### config.mk
export PLATFORM = sky130hd
export DESIGN_NAME = zmod_adc_spi_target
export DESIGN_NICKNAME = d
export VERILOG_FILES = /design/src/rtl/zmod_adc_spi_target.sv
export SDC_FILE = /design/constraint.sdc
export NUM_CORES = 1
export LEC_CHECK = 0
export CAP_MARGIN = 10
export CORE_MARGIN = 3
export CORE_UTILIZATION = 35
export CTS_BUF_LIST = sky130_fd_sc_hd__clkbuf_4
export CTS_CLUSTER_DIAMETER = 50
export DETAILED_ROUTE_END_ITERATION = 16
export MAX_ROUTING_LAYER = met4
export PLACE_DENSITY = 0.67
export REMOVE_ABC_BUFFERS = 1
export SLEW_MARGIN = 15
export SYNTH_ARGS = -nofsm -noshare
export SYNTH_HDL_FRONTEND = slang
export SYNTH_SLANG_ARGS = --single-unit
### constraint.sdc
create_clock -name clk -period 3.3 [get_ports clk]
set_input_delay 0.33 -clock clk [delete_from_list [all_inputs] [get_ports clk]]
set_output_delay 0.33 -clock clk [all_outputs]
set_load 0.02 [all_outputs]
### src/rtl/zmod_adc_spi_target.sv
`default_nettype none
`timescale 1ns/1ps
// +------------------------------------------------------------------------+
// | Module   : zmod_adc_spi_target                                         |
// | Purpose  : AD9648-style SPI configuration responder with per-channel   |
// |            shadow registers, running in the system clock domain.       |
// | Revision : 1.0 - initial release                                       |
// +------------------------------------------------------------------------+
module zmod_adc_spi_target #(
  parameter logic [7:0] P_CHIP_ID     = 8'h88,
  parameter int         P_SYNC_STAGES = 2
) (
  input  logic        clk,
  input  logic        rst,
  input  logic        i_sck,
  input  logic        i_cs,
  input  logic        i_sdio,
  output logic        o_sdo,
  output logic        o_sdo_oe,
  output logic [7:0]  o8_chselect,
  output logic [7:0]  o8_pwrmode_a,
  output logic [7:0]  o8_pwrmode_b,
  output logic [7:0]  o8_testmode_a,
  output logic [7:0]  o8_testmode_b,
  output logic [7:0]  o8_omode_a,
  output logic [7:0]  o8_omode_b,
  output logic        o_wr_valid,
  output logic [12:0] o13_wr_addr,
  output logic        o_frame_err
);

  localparam logic [12:0] c_addr_id    = 13'h001;
  localparam logic [12:0] c_addr_chsel = 13'h005;
  localparam logic [12:0] c_addr_pwr   = 13'h008;
  localparam logic [12:0] c_addr_test  = 13'h00D;
  localparam logic [12:0] c_addr_omode = 13'h014;

  typedef enum logic [2:0] {
    S_IDLE   = 3'd0,
    S_HDR    = 3'd1,
    S_WR     = 3'd2,
    S_RD     = 3'd3,
    S_DONE   = 3'd4,
    S_IGNORE = 3'd5
  } state_t;

  state_t r_state;

  logic [P_SYNC_STAGES-1:0] r_sck_sync;
  logic [P_SYNC_STAGES-1:0] r_cs_sync;
  logic [P_SYNC_STAGES-1:0] r_sdio_sync;
  logic                     r_sck_prev;

  logic [4:0]  r_bit_cnt;
  logic [14:0] r_hdr;
  logic [6:0]  r_data;
  logic [7:0]  r_tx;
  logic        r_first_fall;
  logic        r_sdo_oe;
  logic        r_wr_valid;
  logic        r_frame_err;
  logic [12:0] r_wr_addr;

  logic [7:0]  r_chselect;
  logic [7:0]  r_pwrmode_a, r_pwrmode_b;
  logic [7:0]  r_testmode_a, r_testmode_b;
  logic [7:0]  r_omode_a, r_omode_b;

  logic        w_sck_s, w_cs_s, w_sdio_s, w_rise, w_fall;
  logic [15:0] w_hdr_next;
  logic [7:0]  w_data_next;
  logic [7:0]  w_rd_data;

  function automatic logic [7:0] chan_pick(input logic [1:0] sel,
                                           input logic [7:0] a,
                                           input logic [7:0] b);
    if (sel[0])      return a;
    else if (sel[1]) return b;
    else             return 8'h00;
  endfunction

  always_ff @(posedge clk or posedge rst) begin
    if (rst) begin
      r_sck_sync  <= '1;
      r_cs_sync   <= '1;
      r_sdio_sync <= '1;
      r_sck_prev  <= 1'b1;
    end else begin
      r_sck_sync  <= {r_sck_sync[P_SYNC_STAGES-2:0], i_sck};
      r_cs_sync   <= {r_cs_sync[P_SYNC_STAGES-2:0], i_cs};
      r_sdio_sync <= {r_sdio_sync[P_SYNC_STAGES-2:0], i_sdio};
      r_sck_prev  <= r_sck_sync[P_SYNC_STAGES-1];
    end
  end

  assign w_sck_s     = r_sck_sync[P_SYNC_STAGES-1];
  assign w_cs_s      = r_cs_sync[P_SYNC_STAGES-1];
  assign w_sdio_s    = r_sdio_sync[P_SYNC_STAGES-1];
  assign w_rise      = w_sck_s & ~r_sck_prev;
  assign w_fall      = ~w_sck_s & r_sck_prev;
  assign w_hdr_next  = {r_hdr, w_sdio_s};
  assign w_data_next = {r_data, w_sdio_s};

  // Readback is looked up from the header as it completes so tx is ready on RD entry
  always_comb begin
    w_rd_data = 8'h00;
    case (w_hdr_next[12:0])
      c_addr_id:    w_rd_data = P_CHIP_ID;
      c_addr_chsel: w_rd_data = r_chselect;
      c_addr_pwr:   w_rd_data = chan_pick(r_chselect[1:0], r_pwrmode_a, r_pwrmode_b);
      c_addr_test:  w_rd_data = chan_pick(r_chselect[1:0], r_testmode_a, r_testmode_b);
      c_addr_omode: w_rd_data = chan_pick(r_chselect[1:0], r_omode_a, r_omode_b);
      default:      w_rd_data = 8'h00;
    endcase
  end

  always_ff @(posedge clk or posedge rst) begin
    if (rst) begin
      r_state      <= S_IDLE;
      r_bit_cnt    <= 5'd0;
      r_hdr        <= 15'd0;
      r_data       <= 7'd0;
      r_tx         <= 8'd0;
      r_first_fall <= 1'b0;
      r_sdo_oe     <= 1'b0;
      r_wr_valid   <= 1'b0;
      r_frame_err  <= 1'b0;
      r_wr_addr    <= 13'd0;
      r_chselect   <= 8'h03;
      r_pwrmode_a  <= 8'h00;
      r_pwrmode_b  <= 8'h00;
      r_testmode_a <= 8'h00;
      r_testmode_b <= 8'h00;
      r_omode_a    <= 8'h01;
      r_omode_b    <= 8'h01;
    end else begin
      r_wr_valid  <= 1'b0;
      r_frame_err <= 1'b0;
      case (r_state)
        S_IDLE: begin
          if (!w_cs_s) begin
            r_state   <= S_HDR;
            r_bit_cnt <= 5'd0;
            r_hdr     <= 15'd0;
            r_data    <= 7'd0;
          end
        end
        S_HDR: begin
          if (w_rise) begin
            r_hdr     <= w_hdr_next[14:0];
            r_bit_cnt <= r_bit_cnt + 5'd1;
            if (r_bit_cnt == 5'd15) begin
              if (w_hdr_next[14:13] != 2'b00) begin
                r_state     <= S_IGNORE;
                r_frame_err <= 1'b1;
              end else if (w_hdr_next[15]) begin
                r_state      <= S_RD;
                r_tx         <= w_rd_data;
                r_sdo_oe     <= 1'b1;
                r_first_fall <= 1'b1;
              end else begin
                r_state <= S_WR;
              end
            end
          end else if (w_cs_s) begin
            r_state     <= S_IDLE;
            r_frame_err <= 1'b1;
          end
        end
        S_WR: begin
          // Rise wins over a simultaneous deselect so the final bit still commits
          if (w_rise) begin
            r_data    <= w_data_next[6:0];
            r_bit_cnt <= r_bit_cnt + 5'd1;
            if (r_bit_cnt == 5'd23) begin
              case (r_hdr[12:0])
                c_addr_chsel: r_chselect <= w_data_next;
                c_addr_pwr: begin
                  if (r_chselect[0]) r_pwrmode_a <= w_data_next;
                  if (r_chselect[1]) r_pwrmode_b <= w_data_next;
                end
                c_addr_test: begin
                  if (r_chselect[0]) r_testmode_a <= w_data_next;
                  if (r_chselect[1]) r_testmode_b <= w_data_next;
                end
                c_addr_omode: begin
                  if (r_chselect[0]) r_omode_a <= w_data_next;
                  if (r_chselect[1]) r_omode_b <= w_data_next;
                end
                default: ;
              endcase
              r_wr_valid <= 1'b1;
              r_wr_addr  <= r_hdr[12:0];
              r_state    <= S_DONE;
            end
          end else if (w_cs_s) begin
            r_state     <= S_IDLE;
            r_frame_err <= 1'b1;
          end
        end
        S_RD: begin
          if (w_rise) begin
            r_bit_cnt <= r_bit_cnt + 5'd1;
            if (r_bit_cnt == 5'd23) begin
              r_state  <= S_DONE;
              r_sdo_oe <= 1'b0;
            end
          end else if (w_fall) begin
            // The fall right after the header leaves bit 7 in place for the first data rise
            if (r_first_fall) r_first_fall <= 1'b0;
            else              r_tx         <= {r_tx[6:0], 1'b0};
          end else if (w_cs_s) begin
            r_state     <= S_IDLE;
            r_sdo_oe    <= 1'b0;
            r_frame_err <= 1'b1;
          end
        end
        S_DONE, S_IGNORE: begin
          if (w_cs_s) r_state <= S_IDLE;
        end
        default: r_state <= S_IDLE;
      endcase
    end
  end

  assign o_sdo         = r_sdo_oe & r_tx[7];
  assign o_sdo_oe      = r_sdo_oe;
  assign o_wr_valid    = r_wr_valid;
  assign o13_wr_addr   = r_wr_addr;
  assign o_frame_err   = r_frame_err;
  assign o8_chselect   = r_chselect;
  assign o8_pwrmode_a  = r_pwrmode_a;
  assign o8_pwrmode_b  = r_pwrmode_b;
  assign o8_testmode_a = r_testmode_a;
  assign o8_testmode_b = r_testmode_b;
  assign o8_omode_a    = r_omode_a;
  assign o8_omode_b    = r_omode_b;

endmodule
`default_nettype wire

==> results of run 1 <==
[layout make-up]
cell class	instances	area [sq um]
Antenna cell	1	2.50
Clock buffer	18	135
Clock inverter	13	183
Fill cell	1472	8500
Inverter	8	32.5
Multi-Input combinational cell	339	2400
Sequential cell	118	2970
Tap cell	211	264
Timing Repair Buffer	84	836
[through the flow]
step,hold slack [ns],TNS (ns),util [%],cells,setup slack (ns)
floorplan,0.334,-46.55,-,465,-0.631
global placement,0.346,0,42.4,760,0.750
detailed placement,0.348,0,42.4,760,0.729
CTS,0.119,0,44.5,791,0.685
global route,0.127,0,44.5,792,0.482
finish,0.135,0,44.5,792,0.684
[worst max-delay path, cell delays in order, from the launching register on]
cell,delay [ns]
dfrtp_1,0.80
nand2b_1,0.13
nor4_2,0.34
buf_4,0.25
inv_1,0.08
nor4_4,0.50
mux2_1,0.38
[synth_stat cells, drive strengths merged (4+ instances only)]
cell,count,area [sq um]
dfrtp,107,2680
mux2,70,788
nand2,63,236
nand3,35,175
clkbuf,20,75.1
nor2,18,67.6
o21ai,16,83.8
a21oi,14,70.1
nor3,13,92.6
dfstp,11,289
a22o,8,70.1
a22oi,8,60.1
buf,8,43.8
inv,8,30.0
and3b,7,61.3
nor2b,7,43.8
nor4,7,58.8
and2,6,37.5
nand2b,6,37.5
o22ai,6,37.5
a222oi,4,40.0
o211ai,4,30.0
o31ai,4,30.0
[path summary, 6_finish.rpt]
path	cells past startpoint	endpoint	startpoint
min in group clk	1	r_sck_sync[0]$_DFF_PP1_	i_sck
hold / removal	2	o_sdo_oe$_DFFE_PP0P_	rst
max in group asynchronous	3	o8_omode_a[0]$_DFFE_PP1P_	rst
hold reg to reg	0	r_cs_sync[1]$_DFF_PP1_	r_cs_sync[0]$_DFF_PP1_
setup reg to reg	6	o8_chselect[4]$_DFFE_PP0P_	r_state[1]$_DFFE_PP0P_
setup / recovery	6	o8_chselect[4]$_DFFE_PP0P_	r_state[1]$_DFFE_PP0P_
[cell families (layout without fill, tap and decap cells)]
| logic type | count (synthesis) | after routing | share of synthesized area (%) |
|---|---|---|---|
| adder cells (fa/ha/maj) | 2 | 2 | 0.454 |
| buffers and inverters | 36 | 123 | 2.70 |
| other | 0 | 1 | 0 |
| XOR/XNOR | 1 | 1 | 0.159 |
| flip-flops | 118 | 118 | 53.9 |
| AND/OR/NAND/NOR | 182 | 182 | 17.7 |
| multiplexers | 73 | 73 | 14.9 |
| AO/OA/AOI/OAI | 81 | 81 | 10.3 |
[power breakdown]
part / switching (mW) / internal [mW]
clock: 0.555 / 0.602
sequential: 0.145 / 1.52
combinational: 0.364 / 0.197
[metal layers]
layer  GRT usage (%)  part of all wire [%]
met1            22.8                    46
met2            24.9                    46
met3            4.75                   6.0
met4            6.65                   1.9
met5               -                     0
[state kept, by name, summed over array words and instances, names as in the netlist]
name           flops
o13_wr_addr       13
o8_omode_a         8
o8_omode_b         8
o_wr_valid         1
r_hdr             15
r_sck_sync         2
r_first_fall       1
o_sdo_oe           1
o8_chselect        8
o_frame_err        1
r_bit_cnt          5
r_state            3
o8_testmode_b      8
r_sdio_sync        2
r_sck_prev         1
r_cs_sync          2
o8_testmode_a      8
r_data             7
o8_pwrmode_a       8
o8_pwrmode_b       8
r_tx               8
==> impl_metrics.csv, run 1 <==
group,metric,value,unit
worst_setup_path,worstSetupPathType,"reg -> reg",
timing,relSlewSlack,34.0,%
yosys,syn_area,0.00551,sq mm
timing,maxSlewViolCount,0,
floorplanning,die_area,0.0173,sq mm
grt,antenna_found_initial,1,
timing,fin_skew,0.0214,ns
timing,hold_viol,0,
cts,cts.sinks,118,
timing,worst_pin_slew,0.987,ns
yosys,synthArstFlopShare,100,%
timing,min_period,2.62,ns
finish,final_cell_mix,"dfrtp_1 (107), clkdlybuf4s50_1 (77), nand2_1 (63)",
yosys,yosys_warnings,0,
cts,cts_root_buf,"clkbuf_4",
power_and_ir_drop,pwr_density_cell,496,mW/mm^2
power_and_ir_drop,power,3.38,mW
power_and_ir_drop,leakage,3.06,nW
placed_design,place_congestion,0.900,
finish,final_area,0.00682,sq mm
finish,layout.nets,575,
cts,ctsHoldBuffers,0,
placed_design,dp_hpwl,9.85,mm
worst_setup_path,critPathRequiredTime,3.72,ns
power_and_ir_drop,peakVddDrop,0.207,mV
cts,cts_setup_buffers,0,
yosys,yosys.cell_types.count,56,
grt,grt-ovfl-total,0,
run_status,status,"complete, no violations",
worst_setup_path,start_kind,"flip-flop",
grt,grt_max_degree,57,
cts,cts_max_level,4,
yosys,synth-seq-area-share,53.9,%
timing,setup_violations,0,
cts,insertion_delay,0.54,ns
drt,post-route-drc-count,0,
cts,cts_resized,0,
drt,finalWirelength,13.9,mm
job,drv_cap,0,
placed_design,dpl_cell_area,0.00650,sq mm
floorplanning,io_pins,78,
floorplanning,die_h,131,um
timing,grt_setup_unrepaired,"false",
cts,clkTransAtPathRegs,0.11,ns
yosys,syn_avg_cell_area,11.2,sq um
worst_setup_path,worstPathArrival,3.04,ns
cts,numCtsBuffers,17,
floorplanning,core_area,0.0153,sq mm
grt,grt_use_total,17.1,%
drt,drt-vias-per-instance,5.41,
worst_setup_path,r2r_slack,0.68,ns
yosys,synth_edf_count,0,
finish,syn_to_final_growth,23.8,%
drt,drt_first_pass_iters,5,
floorplanning,die_x,131,um
worst_setup_path,crit_path_end_kind,"flip-flop",
drt,drtIter0Drc,403,
placed_design,portBuffers,77,
worst_hold_path,min_path_type,"in -> async",
yosys,syn-instance-count,493,
floorplanning,row_count,45,
drt,drt.antenna.violating_nets,0,
floorplanning,start_util,36.0,%
grt,grt_pass1_vias,4175,
yosys,ys.flop_type,"dfrtp_1",
drt,vias,4287,
grt,grt_pass1_wl,23.0,mm
yosys,ys_ff_latch,118,
cts,cts_tree,"yes",
timing,max_freq,382,MHz
drt,routedWlPerCell,17.5,um
finish,mostFrequentLayoutCell,"dfrtp_1",
finish,drive_above_1_share,13.3,%
worst_setup_path,path_max_fanout,22,
cts,cts_buffer_depth,2,
timing,fin_crit_sh,79.3,%
Power figures use the tool's default switching activity.
==> inputs of run 2 (changes only) <==
--- a/config.mk
+++ b/config.mk
@@ -12,7 +12,7 @@
 export CTS_CLUSTER_DIAMETER = 50
 export DETAILED_ROUTE_END_ITERATION = 16
 export MAX_ROUTING_LAYER = met4
-export PLACE_DENSITY = 0.67
+export PLACE_DENSITY = 0.65
 export REMOVE_ABC_BUFFERS = 1
 export SLEW_MARGIN = 15
 export SYNTH_ARGS = -nofsm -noshare
==> constraint.sdc (replaced) <==
create_clock -name clk -period 2.7 [get_ports clk]
set_input_delay 0.27 -clock clk [delete_from_list [all_inputs] [get_ports clk]]
set_output_delay 0.27 -clock clk [all_outputs]
set_load 0.02 [all_outputs]
==> run 2 against run 1 <==
- combinational power increased by 41%
- utilization increased by 0.80 points
- critical endpoint is now o8_testmode_a[3]$_DFFE_PP0P_
- critical path depth decreased by 1
- global-route usage decreased by 0.065 points
- first-iteration DRC count decreased by 28%
- largest power group unchanged
- highest routed layer unchanged
==> impl_metrics.csv, run 2 (synthesized netlist as in run 1, its figures left out) <==
group,metric,value,unit
run_status,status,"complete, no violations",
worst_setup_path,cpPeakStageDelay,0.61,ns
finish,layout.nets,591,
timing,fin_crit_sh,88.5,%
finish,instances_no_fill,808,
timing,setup_violations,0,
floorplanning,die_area,0.0173,sq mm
worst_setup_path,critPathRequiredTime,3.11,ns
worst_hold_path,min_path_type,"in -> reg",
placed_design,place_congestion,0.925,
worst_setup_path,crit_path_end_kind,"flip-flop",
grt,grt_pass1_vias,4322,
finish,drive_above_1_share,15.3,%
drt,drtIter0Drc,292,
power_and_ir_drop,internal_power,2.88,mW
power_and_ir_drop,swShare,30.9,%
finish,mostFrequentLayoutCell,"dfrtp_1",
floorplanning,start_util,36.0,%
timing,fin_skew,0.0182,ns
drt,routedWlPerCell,17.5,um
cts,ctsHoldBuffers,0,
cts,clkTransAtPathRegs,0.10,ns
grt,antenna_found_initial,1,
cts,insertion_delay,0.53,ns
cts,cts_buffer_depth,2,
finish,top_register,"r_hdr",
floorplanning,die_x,131,um
cts,cts_tree,"yes",
job,drv_cap,0,
power_and_ir_drop,clock_power_share,33.3,%
placed_design,placed_cells,776,
power_and_ir_drop,combPwrFrac,19.0,%
finish,syn_to_final_growth,26.0,%
drt,vias,4348,
cts,cts_resized,0,
timing,relSlewSlack,55.6,%
drt,drt-vias-per-instance,5.38,
drt,post-route-drc-count,0,
grt,grt-ovfl-total,0,
worst_setup_path,slowest_stage,"or4_1",
timing,maxSlewViolCount,0,
floorplanning,core_area,0.0153,sq mm
worst_setup_path,path_max_fanout,8,
cts,cts.sinks,118,
power_and_ir_drop,peakVddDrop,0.280,mV
grt,grt_pass1_wl,22.9,mm
drt,drt_first_pass_iters,5,
power_and_ir_drop,p_switching,1.29,mW
timing,hold_viol,0,
finish,fin_util,45.3,%
worst_setup_path,worstPathArrival,2.80,ns
worst_setup_path,worstSetupPathType,"reg -> reg",
grt,grt_use_total,17.1,%
cts,numCtsBuffers,17,
cts,cts_setup_buffers,0,
timing,tns,0,ns
timing,holdWs,0.146,ns
floorplanning,die_h,131,um
grt,grt_max_degree,50,
power_and_ir_drop,sequentialPowerShare,47.7,%
worst_setup_path,start_kind,"flip-flop",
placed_design,portBuffers,77,
placed_design,dp_worst_setup_slack,0.224,ns
drt,finalWirelength,14.1,mm
timing,max_freq,418,MHz
timing,grt_setup_unrepaired,"false",
finish,final_cell_mix,"dfrtp_1 (107), clkdlybuf4s50_1 (77), nand2_1 (63)",
worst_setup_path,crit_chain,"or4_1 > nor2_1 > nand3_1 > nor3_4 > mux2_1",
cts,cts_max_level,4,
finish,largest_reg_flops,15,
floorplanning,row_count,45,
drt,drt.antenna.violating_nets,0,
power_and_ir_drop,pwr_density_cell,601,mW/mm^2
power_and_ir_drop,leakage,3.14,nW
timing,worst_pin_slew,0.666,ns
placed_design,dp_hpwl,10.1,mm
timing,min_period,2.39,ns
cts,cts_root_buf,"clkbuf_4",
timing,setup_ws,0.309,ns
floorplanning,io_pins,78,
-- run 2: through the flow --
stage / power [mW] / cell area (sq um)
after floorplan: 2.51 / 5390
after CTS: 4.20 / 6930
after global placement: 2.77 / 6630
after detailed placement: 2.81 / 6630
final: 4.17 / 6940
after global routing: 4.40 / 6940
-- run 2: path summary, 6_finish.rpt --
kind                                              from                      endpoint  slack, ns  depth (start not counted)
worst min register to register  r_cs_sync[0]$_DFF_PP1_        r_cs_sync[1]$_DFF_PP1_       0.36                          0
worst min-delay path                            i_sdio      r_sdio_sync[0]$_DFF_PP1_       0.15                          1
max in group asynchronous                          rst      r_sdio_sync[1]$_DFF_PP1_       1.81                          3
min in group asynchronous                          rst         o_frame_err$_DFF_PP0_       0.20                          2
worst max register to register    r_hdr[7]$_DFFE_PP0P_  o8_testmode_a[3]$_DFFE_PP0P_       0.31                          5
worst max-delay path              r_hdr[7]$_DFFE_PP0P_  o8_testmode_a[3]$_DFFE_PP0P_       0.31                          5
-- run 2: final cells by class --
type	count	area [sq um]
flip-flops and latches	118	2970
clock inverters	12	160
inverters	8	32.5
multi-input cells	339	2400
diodes	1	2.50
clock buffers	19	143
well taps	211	264
fillers	1474	8370
repair buffers	100	968
-- run 2: worst max-delay path, delay by kind of cell (launching register included) --
family        cells  cell delay [ns]
flops             1             0.43
mux               1             0.38
simple gates      4             1.48
-- run 2: layer usage --
metal / wire length [um] / global-route usage (%) / up-vias
li1: - / - / 1986
met5: 0 / - / -
met2: 6560 / 26.0 / 155
met3: 834 / 4.25 / 28
met1: 6420 / 22.0 / 2179
met4: 308 / 6.83 / 0
-- run 2: power groups by stage --
stage,logic (mW),clock network (mW),registers (mW)
floorplan,0.493,0,2.01
global placement,0.756,0,2.02
detailed placement,0.784,0,2.02
CTS,0.786,1.43,1.99
global route,0.879,1.51,2.01
finish,0.791,1.39,1.99
==> inputs of run 3 (changes only) <==
--- a/config.mk
+++ b/config.mk
@@ -11,6 +11,7 @@
 export CTS_BUF_LIST = sky130_fd_sc_hd__clkbuf_4
 export CTS_CLUSTER_DIAMETER = 50
 export DETAILED_ROUTE_END_ITERATION = 16
+export GPL_ROUTABILITY_DRIVEN = 0
 export MAX_ROUTING_LAYER = met4
 export PLACE_DENSITY = 0.65
 export REMOVE_ABC_BUFFERS = 1
==> results of run 3 <==
No change in the layout: final DEF, timing and power equal those of run 2.
